===== src/rtl/hazard_unit_mc.sv =====
// Pipeline hazard controller: E-stage forwarding, load-use stall, branch flush,
// and a multi-cycle MUL/DIV interlock with a saturating stall-cycle counter.
module hazard_unit_mc #(
  parameter int REG_AW = 5,
  parameter int MD_LAT = 4,
  parameter int STAT_W = 16
) (
  input  logic              clk,
  input  logic              rst,
  input  logic              RegWriteM,
  input  logic              RegWriteW,
  input  logic [REG_AW-1:0] RD_M,
  input  logic [REG_AW-1:0] RD_W,
  input  logic [REG_AW-1:0] RD_E,
  input  logic [REG_AW-1:0] Rs1_E,
  input  logic [REG_AW-1:0] Rs2_E,
  input  logic [REG_AW-1:0] Rs1_D,
  input  logic [REG_AW-1:0] Rs2_D,
  input  logic              LoadE,
  input  logic              PCSrcE,
  input  logic              MdStartE,
  output logic [1:0]        ForwardAE,
  output logic [1:0]        ForwardBE,
  output logic              StallF,
  output logic              StallD,
  output logic              StallE,
  output logic              FlushD,
  output logic              FlushE,
  output logic              MdBusy,
  output logic [STAT_W-1:0] StallCnt
);

  localparam int                CNT_W    = (MD_LAT > 1) ? $clog2(MD_LAT) : 1;
  localparam logic [CNT_W-1:0]  CNT_INIT = CNT_W'((MD_LAT > 1) ? MD_LAT - 2 : 0);
  localparam logic              MD_EN    = (MD_LAT > 1);

  typedef enum logic {S_IDLE, S_BUSY} md_state_t;

  md_state_t         r_state;
  logic [CNT_W-1:0]  r_cnt;
  logic              r_md_busy;
  logic [STAT_W-1:0] r_stall_cnt;

  logic w_lw_stall;
  logic w_md_stall;
  logic w_stall_f;

  always_comb begin
    ForwardAE = 2'b00;
    if (RegWriteM && (RD_M != '0) && (RD_M == Rs1_E))
      ForwardAE = 2'b10;
    else if (RegWriteW && (RD_W != '0) && (RD_W == Rs1_E))
      ForwardAE = 2'b01;
    ForwardBE = 2'b00;
    if (RegWriteM && (RD_M != '0) && (RD_M == Rs2_E))
      ForwardBE = 2'b10;
    else if (RegWriteW && (RD_W != '0) && (RD_W == Rs2_E))
      ForwardBE = 2'b01;
  end

  assign w_lw_stall = LoadE && (RD_E != '0) && ((RD_E == Rs1_D) || (RD_E == Rs2_D));

  // The final BUSY cycle (cnt==0) releases the stall so the op leaves E on that edge.
  assign w_md_stall = ((r_state == S_IDLE) && MdStartE && MD_EN) ||
                      ((r_state == S_BUSY) && (r_cnt != '0));

  assign w_stall_f = w_md_stall | w_lw_stall;

  assign StallE   = w_md_stall;
  assign StallF   = w_stall_f;
  assign StallD   = w_stall_f;
  assign FlushE   = !w_md_stall && (w_lw_stall || PCSrcE);
  assign FlushD   = !w_md_stall && PCSrcE;
  assign MdBusy   = r_md_busy;
  assign StallCnt = r_stall_cnt;

  always_ff @(posedge clk or posedge rst) begin
    if (rst) begin
      r_state   <= S_IDLE;
      r_cnt     <= '0;
      r_md_busy <= 1'b0;
    end else begin
      case (r_state)
        S_IDLE: begin
          if (MdStartE && MD_EN) begin
            r_state   <= S_BUSY;
            r_cnt     <= CNT_INIT;
            r_md_busy <= 1'b1;
          end
        end
        S_BUSY: begin
          if (r_cnt != '0) begin
            r_cnt <= r_cnt - 1'b1;
          end else begin
            r_state   <= S_IDLE;
            r_md_busy <= 1'b0;
          end
        end
        default: begin
          r_state   <= S_IDLE;
          r_md_busy <= 1'b0;
        end
      endcase
    end
  end

  always_ff @(posedge clk or posedge rst) begin
    if (rst)
      r_stall_cnt <= '0;
    else if (w_stall_f && (r_stall_cnt != '1))
      r_stall_cnt <= r_stall_cnt + 1'b1;
  end

endmodule


===== config.mk =====
export PLATFORM = sky130hd
export DESIGN_NAME = hazard_unit_mc
export DESIGN_NICKNAME = d
export VERILOG_FILES = /design/src/rtl/hazard_unit_mc.sv
export SDC_FILE = /design/constraint.sdc
export NUM_CORES = 1
export LEC_CHECK = 0
export CAP_MARGIN = 10
export CORE_MARGIN = 4
export CORE_UTILIZATION = 41
export DETAILED_ROUTE_END_ITERATION = 7
export GPL_TIMING_DRIVEN = 0
export PLACE_DENSITY = 0.8
export SYNTH_ARGS = -nofsm -noshare
export SYNTH_HDL_FRONTEND = slang
export SYNTH_SLANG_ARGS = --single-unit

===== constraint.sdc =====
create_clock -name clk -period 2.6 [get_ports clk]
set_input_delay 0.52 -clock clk [delete_from_list [all_inputs] [get_ports clk]]
set_output_delay 0.52 -clock clk [all_outputs]
set_load 0.005 [all_outputs]

==> results.sh <==
export IMPL_outcome="complete, no violations"
export IMPL_clockRootBuffer="clkbuf_4"
export IMPL_cp_depth=6
export IMPL_worst_path_max_delay_cell="or4_4"
export IMPL_cts_buffers=3
export IMPL_timing_rr_end="StallCnt[13]$_DFFE_PP0P_"
export IMPL_io_buffers=67
export IMPL_antenna_found_initial=0
export IMPL_synth_xor_area_share_pct=28.2
export IMPL_layout_setup_ws_ns=0.0421
export IMPL_detail_route_vias_per_cell=5.09
export IMPL_ir_drop_v=0.000280
export IMPL_wl_per_cell_um=14.3
export IMPL_min_from="StallCnt[10]$_DFFE_PP0P_"
export IMPL_slew_headroom_pct=50.3
export IMPL_path_clk_slew_ns=0.10
export IMPL_fin_crit_ns=2.56
export IMPL_dp_hpwl_um=3120
export IMPL_muxShareOfSynthArea_pct=0.806
export IMPL_hold_buffers=0
export IMPL_synth_ff_type="dfrtp_1"
export IMPL_fin_util_pct=69.6
export IMPL_cts_sinks=20
export IMPL_syn_to_final_growth_pct=57.1
export IMPL_clkLatencyLatePin_ns=0.29
export IMPL_swShare_pct=38.0
export IMPL_critPathArrivalTime_ns=2.04
export IMPL_synth_edf_count=0
export IMPL_pre_cts_ws_ns=-0.688
export IMPL_drv_slew=0
export IMPL_wl_met3_um=179
export IMPL_top_layer="met4"
export IMPL_cp_cell_sequence="dlygate4sd2_1, or4_4, o21ai_4, nor4_4, nor4_2, buf_2"
export IMPL_fillers=255
export IMPL_yosys_area_top_type_share_pct=35.8
export IMPL_ioPinCount=68
export IMPL_grt_total_usage_pct=19.1
export IMPL_power_switching_uw=578
export IMPL_path_buf_inv=2
export IMPL_row_count=20
export IMPL_ff2ff_setup_slack_ns=0.53
export IMPL_yosysTopAreaCell="dfrtp_1"
export IMPL_fmax_mhz=391
export IMPL_min_path_type="reg2reg"
export IMPL_yosysWarnings=0
export IMPL_met1_length_um=1490
export IMPL_finalNonFillerCells=263
export IMPL_ys_top_cells_by_area="dfrtp_1, xor2_1, xnor2_1, nor3_1, nor2_1"
export IMPL_grt_max_degree=21
export IMPL_core_um2=3150
export IMPL_critPathLaunchType="input pin"
export IMPL_finClkSkew_ns=0.0107
export IMPL_yosys_area_share_adder_pct=1.79
export IMPL_netlist_instances=148
export IMPL_syn_avg_cell_area_um2=9.44
export IMPL_synth_top_family_by_area="XOR/XNOR gates"
export IMPL_path_max_fanout=3
export IMPL_drt_first_pass_iters=6
export IMPL_h_tree_depth=1
export IMPL_p_seq_share_pct=37.4
export IMPL_timing_critical_path_slowest_cell_delay_ns=0.56
export IMPL_synth_nets=192
export IMPL_nets=265
export IMPL_async_flop_share_pct=100
export IMPL_grt_overflow=0
export IMPL_p_leak_uw=0.000940
export IMPL_combPwrFrac_pct=53.1
export IMPL_hold_viol=0
export IMPL_clock_path_buffers=2
export IMPL_path_class="in2out"
export IMPL_ys_seq_area_share_pct=35.8
export IMPL_synth_compound_area_share_pct=4.83
export IMPL_grt_setup_unrepaired="yes"
export IMPL_tightestPinTransition_ns=0.744
export IMPL_drt_total_wl_um=3770
export IMPL_synth_simple_area_share_pct=25.1
export IMPL_synth_seq_cells=20
export IMPL_clkPwrFrac_pct=9.4
export IMPL_drc=0
export IMPL_cts_tree="yes"
export IMPL_dr_total_vias=1338
export IMPL_crit_family="simple AND/OR/NAND/NOR gates"
export IMPL_start_util_pct=44.3
export IMPL_drive_gt1_share_pct=13.2
export IMPL_n_antenna_cell=0
export IMPL_r2r_start="StallCnt[0]$_DFFE_PP0P_"
export IMPL_grt_pass1_wl_um=6670
export IMPL_required_ns=2.08
export IMPL_maxCapViolCount=0
export IMPL_hold_depth=1
export IMPL_fin_crit_sh_pct=98.4
export IMPL_die_w_um=66.4
export IMPL_min_to="StallCnt[10]$_DFFE_PP0P_"
export IMPL_yosysUniqueCellTypes=31
export IMPL_route_antenna_remaining_nets=0
export IMPL_dieArea_um2=4410
export IMPL_synth_area_um2=1400
export IMPL_power_internal_uw=946
export IMPL_met2_length_um=2040
export IMPL_dp_cells=259
export IMPL_rr_worst_depth=6
export IMPL_hold_ws_ns=0.501
export IMPL_p_per_area_nw_per_um2=694
export IMPL_gp_congestion=0.814
export IMPL_die_h_um=66.4
export IMPL_end_kind="output port"
export IMPL_drt_first_iter_violations=63
export IMPL_finalSetupViolCount=0
export IMPL_grt_pass1_vias=1510
## state kept, by name (all words and copies together) (netlist names)
register,flops
StallCnt,16
r_cnt,2
MdBusy,1
r_state,1
## cell usage in the layout (no fill, tap or decap), drive strengths merged
cell	n
clkdlybuf4s50	43
xor2	37
dfrtp	20
dlygate4sd2	19
nor2	14
nor3	13
nand2	8
xnor2	8
inv	7
nand3	6
nor4	6
or4	5
buf	5
nand4	4
clkbuf	4
o21ai	3
ha	2
clkdlybuf4s15	2
or3	2
and4	1
a22oi	1
a21o	1
o21a	1
nor4b	1
nor3b	1
and2	1
o22ai	1
a21oi	1
o31ai	1
mux2	1
## power groups by stage
stage / clock network, uW / registers [uW] / logic [uW]
2_1_floorplan: 0 / 562 / 400
3_3_place_gp: 0 / 565 / 797
3_5_place_dp: 0 / 577 / 827
4_1_cts: 143 / 571 / 820
5_1_grt: 160 / 595 / 890
6_report: 144 / 570 / 810
## metal layers
metal | up-vias | global-route usage (%)
met5 | - | 0
met4 | 0 | 6.35
met3 | 6 | 3.06
met2 | 40 | 36.1
met1 | 641 | 21.3
li1 | 651 | -
## cells in the mapped netlist, types with 2 or more instances
library cell,number
xnor2_1,8
or4_1,5
xor2_1,37
inv_1,7
nand2_1,8
o21ai_0,2
ha_1,2
nand3_1,6
nor4_1,5
dfrtp_1,20
nor3_1,13
nand4_1,4
nor2_1,13
## timing repair
| item | 4_1_cts | 5_1_grt |
|---|---|---|
| setup endpoints to repair | 7 | 4 |
| pin swaps | 9 | 8 |
| resized for setup | 46 | 5 |
| cloned | 0 | 0 |
| setup buffers | 2 | 0 |
## layout make-up
| cell class | count | area (um^2) | area share (%) |
|---|---|---|---|
| clock buffer | 3 | 22.5 | 1.03 |
| timing repair buffer | 69 | 647 | 29.5 |
| buffer | 1 | 7.51 | 0.342 |
| tap | 44 | 55.1 | 2.51 |
| inverter | 7 | 26.3 | 1.20 |
| multi-input combinational | 119 | 937 | 42.7 |
| sequential | 20 | 500 | 22.8 |
## worst reg2reg max path: stages (launching register included)
cell     delay [ns]
dfrtp_1        0.44
ha_1           0.22
nand3_1        0.19
nor4_4         0.63
or3_4          0.27
nor3_1         0.06
xor2_1         0.14
## worst max path at each step
stage                         from           end  slack [ns]
after global routing       RD_M[1]  ForwardAE[0]       -0.04
after detailed placement   RD_M[2]  ForwardBE[0]       -0.69
after global placement     RD_M[1]  ForwardBE[0]       -0.70
final                      RD_M[1]  ForwardBE[0]        0.04
after floorplan            RD_E[1]        StallF        0.40
after CTS                 Rs1_E[4]  ForwardAE[0]       0.006
## kinds of logic (layout without fill, tap and decap cells)
logic type | Yosys count | after routing
AOI/OAI and AO/OA | 9 | 9
xor gates and xnor gates | 45 | 45
adders and majority gates | 2 | 2
buffers and inverters | 9 | 80
DFF | 20 | 20
muxes | 1 | 1
and+or+nand+nor | 62 | 62
## through the flow
stage	instance area, um^2	TNS (ns)	power (uW)
finish	2200	0	1520
global route	2200	-0.0423	1650
CTS	2180	0	1530
detailed placement	2120	-3.42	1400
global placement	2120	-3.31	1360
floorplan	1400	0	962
(Power assumes the default switching activity.)
==> patch 1 (same settings) <==
Register the output `StallCnt` once more; this adds one clock of latency there. The other outputs are not delayed to match.
--- a/src/rtl/hazard_unit_mc.sv
+++ b/src/rtl/hazard_unit_mc.sv
@@ -74,3 +74,5 @@
   assign MdBusy   = r_md_busy;
-  assign StallCnt = r_stall_cnt;
+  always_ff @(posedge clk) begin
+    StallCnt <= r_stall_cnt;
+  end
 
Check against the original RTL: not equivalent (a bounded check fails within 4 cycles, from zero or initial values and one cycle with rst high).
==> patch 1 against the unedited design <==
  * Design area increased by 18%
  * Sequential share of layout area grew 9.0 points
  * Total power rose by 28%
  * Area after synthesis up 19%
  * Combinational power shrank 14%
  * Setup slack improved by 0.024 ns
  * Sequential cell count grew 16
  * Register-to-register slack improved by 0.07 ns
  * Hold slack worse by 0.099 ns
  * Routed wire length decreased by 2.9%
  * Highest routed layer unchanged
==> patch 1: results <==
[timing]
timing.hold.ws_ns = 0.4016
fin_worst_skew_ns = 0.005348

[drt]
drt-total-wl_mm = 3.657
wl_per_cell_um = 13.01
drt_iter0_markers = 61
dr.pass1.iters = 4
wl_met2_mm = 1.904

[critical_path]
reg2reg_from = r_cnt[0]
r2r_end = r_stall_cnt[3]
cp_data_arrival_time_ns = 2.01
crit_end = StallF

[min_path]
min-delay-start = r_stall_cnt[15]
holdPathEnd = StallCnt[15]

[logic_synthesis]
synthTopCellsByArea = dfrtp_1 30%, dfxtp_1 19%, xor2_1 13%
syn_nets = 198
synth.distinct_cells = 29
muxShareOfSynthArea_pct = 0.6767
synth_xor_area_share_pct = 24.21
synth_compound_area_share_pct = 5.414
synthAdderAreaFrac_pct = 1.504
synth_seq_area_share_pct = 49.32
syn_avg_cell_area_sq_um = 10.81

[place]
place_area_sq_um = 2395
gp_congestion = 0.8589
pre_cts_slack_ns = -0.7526

[grt]
grt_use_met2_pct = 24.69
grtUsageMet3_pct = 4.348
grtUsageTotal_pct = 14.18
met1_usage_pct = 15.92

[run_status]
outcome = finished clean

[pwr]
p_sw_uw = 570.1
power_sequential_uw = 794
p_int_uw = 1385
ir_worst_vdd_uv = 543.4

[finish]
drive_above_1_share_pct = 14.16

[clock_network]
clk_pin_slew_worst_paths_ns = 0.07
htree_levels = 2
cts-root-buf = clkbuf_8
## patch 1: cell types whose count changed in the layout (fill, tap and decap cells not counted), moves of 3 or more
cell      change
dfxtp_1      +16
xnor2_1      +13
xor2_1       -11
nor3_1       -10
and3_1        +5
clkbuf_8      +5
clkbuf_4      -3
nor2_1        -3
## patch 1: final cells by class
cell class	count	area (sq um)
buffer	2	18.77
clock buffer	6	72.57
clock inverter	2	35.03
fill	287	1214
inverter	5	18.77
multi-input combinational	111	889.6
sequential	36	820.8
tap	48	60.06
timing repair buffer	71	669.4
## patch 1: worst max-delay path, stage by stage
cell and delay, ns:
dlygate4sd2_1 0.27, or4_1 0.54, o21ai_2 0.19, o21ai_2 0.11, buf_4 0.14, dlygate4sd2_1 0.25
## patch 1: timing repair
| action | CTS | global route |
|---|---|---|
| gates resized for setup | 41 | 9 |
| setup buffers | 3 | 1 |
| setup endpoints to repair | 7 | 3 |
| pin swaps | 12 | 6 |
==> patch 2 (same settings) <==
Without the edit above. Change the parameter `REG_AW` from 5 to 4.
--- a/src/rtl/hazard_unit_mc.sv
+++ b/src/rtl/hazard_unit_mc.sv
@@ -3,3 +3,3 @@
 module hazard_unit_mc #(
-  parameter int REG_AW = 5,
+  parameter int REG_AW = 4,
   parameter int MD_LAT = 4,
Interface: changed (7 resized); port bits go from 68 to 61. The function was not compared with the original's and may differ.
==> patch 2 against the unedited design <==
  * Final cell count is 11% lower
  * Setup slack better by 0.041 ns
  * Design area is 8.7% lower
  * Clock power is 76% higher
  * Routed wire length is 8.9% lower
  * Area after synthesis is 8.7% lower
  * Sequential cell count stayed put
  * Total power is 8.3% lower
  * Synthesized cell count is 8.8% lower
==> patch 2: results <==
[drt]
dr.pass1.iters = 4
met1_length_mm = 1.286
wl_met2_mm = 1.865
num_vias = 1227
met3_length_um = 214

[grt]
grt_use_met2_pct = 34.45
grtUsageTotal_pct = 18.34
grtUsageMet3_pct = 5.779

[run_status]
outcome = finished clean

[critical_path]
startpoint = Rs2_E[1]
crit_end = ForwardBE[1]
slowest_delay_ns = 0.53

[timing]
fin_crit_sh_pct = 96.82
tightest_slew_ns = 0.7653
timing.hold.ws_ns = 0.5036

[pwr]
ir_worst_vdd_uv = 421.0
p_leak_uw = 0.0008670
p_sw_uw = 457.6

[logic_synthesis]
muxShareOfSynthArea_pct = 2.941
synth.distinct_cells = 27
synth_seq_area_share_pct = 39.22
synthTopCellsByArea = dfrtp_1 39%, xnor2_1 19%, xor2_1 6.9%
synth_cells = 135
synth_compound_area_share_pct = 6.275

[place]
port_buffers = 60
gp_congestion = 0.8411
pre_cts_slack_ns = -0.4223
hpwl_mm = 2.847

[clock_network]
clk_pin_slew_worst_paths_ns = 0.12

[finish]
final_nets = 241
drive_above_1_share_pct = 10.84
fillCellCount = 232
finalNonFillerCells = 234
patch 2: timing repair:
action	in CTS	in global routing
buffers inserted	3	1
endpoints found under the hold margin	0	0
hold buffers	0	0
resized for setup	17	5
endpoints found under the setup margin	7	1
pin swaps	7	4
patch 2: power by group through the flow:
| stage | clock, uW | combinational [uW] | sequential, uW |
|---|---|---|---|
| after floorplan | 0 | 319 | 489 |
| after global placement | 0 | 621 | 490 |
| after detailed placement | 0 | 640 | 498 |
| after CTS | 259 | 649 | 492 |
| after global routing | 275 | 720 | 510 |
| final | 254 | 651 | 493 |
patch 2: area by class of cell:
type | count | area (sq um) | share of cell area, %
Sequential cell | 20 | 500.5 | 24.97
Clock inverter | 1 | 30.03 | 1.498
Clock buffer | 3 | 22.52 | 1.124
Multi-Input combinational cell | 106 | 754.5 | 37.64
Tap cell | 31 | 38.79 | 1.935
Buffer | 3 | 23.77 | 1.186
Inverter | 6 | 22.52 | 1.124
Timing Repair Buffer | 64 | 611.8 | 30.52
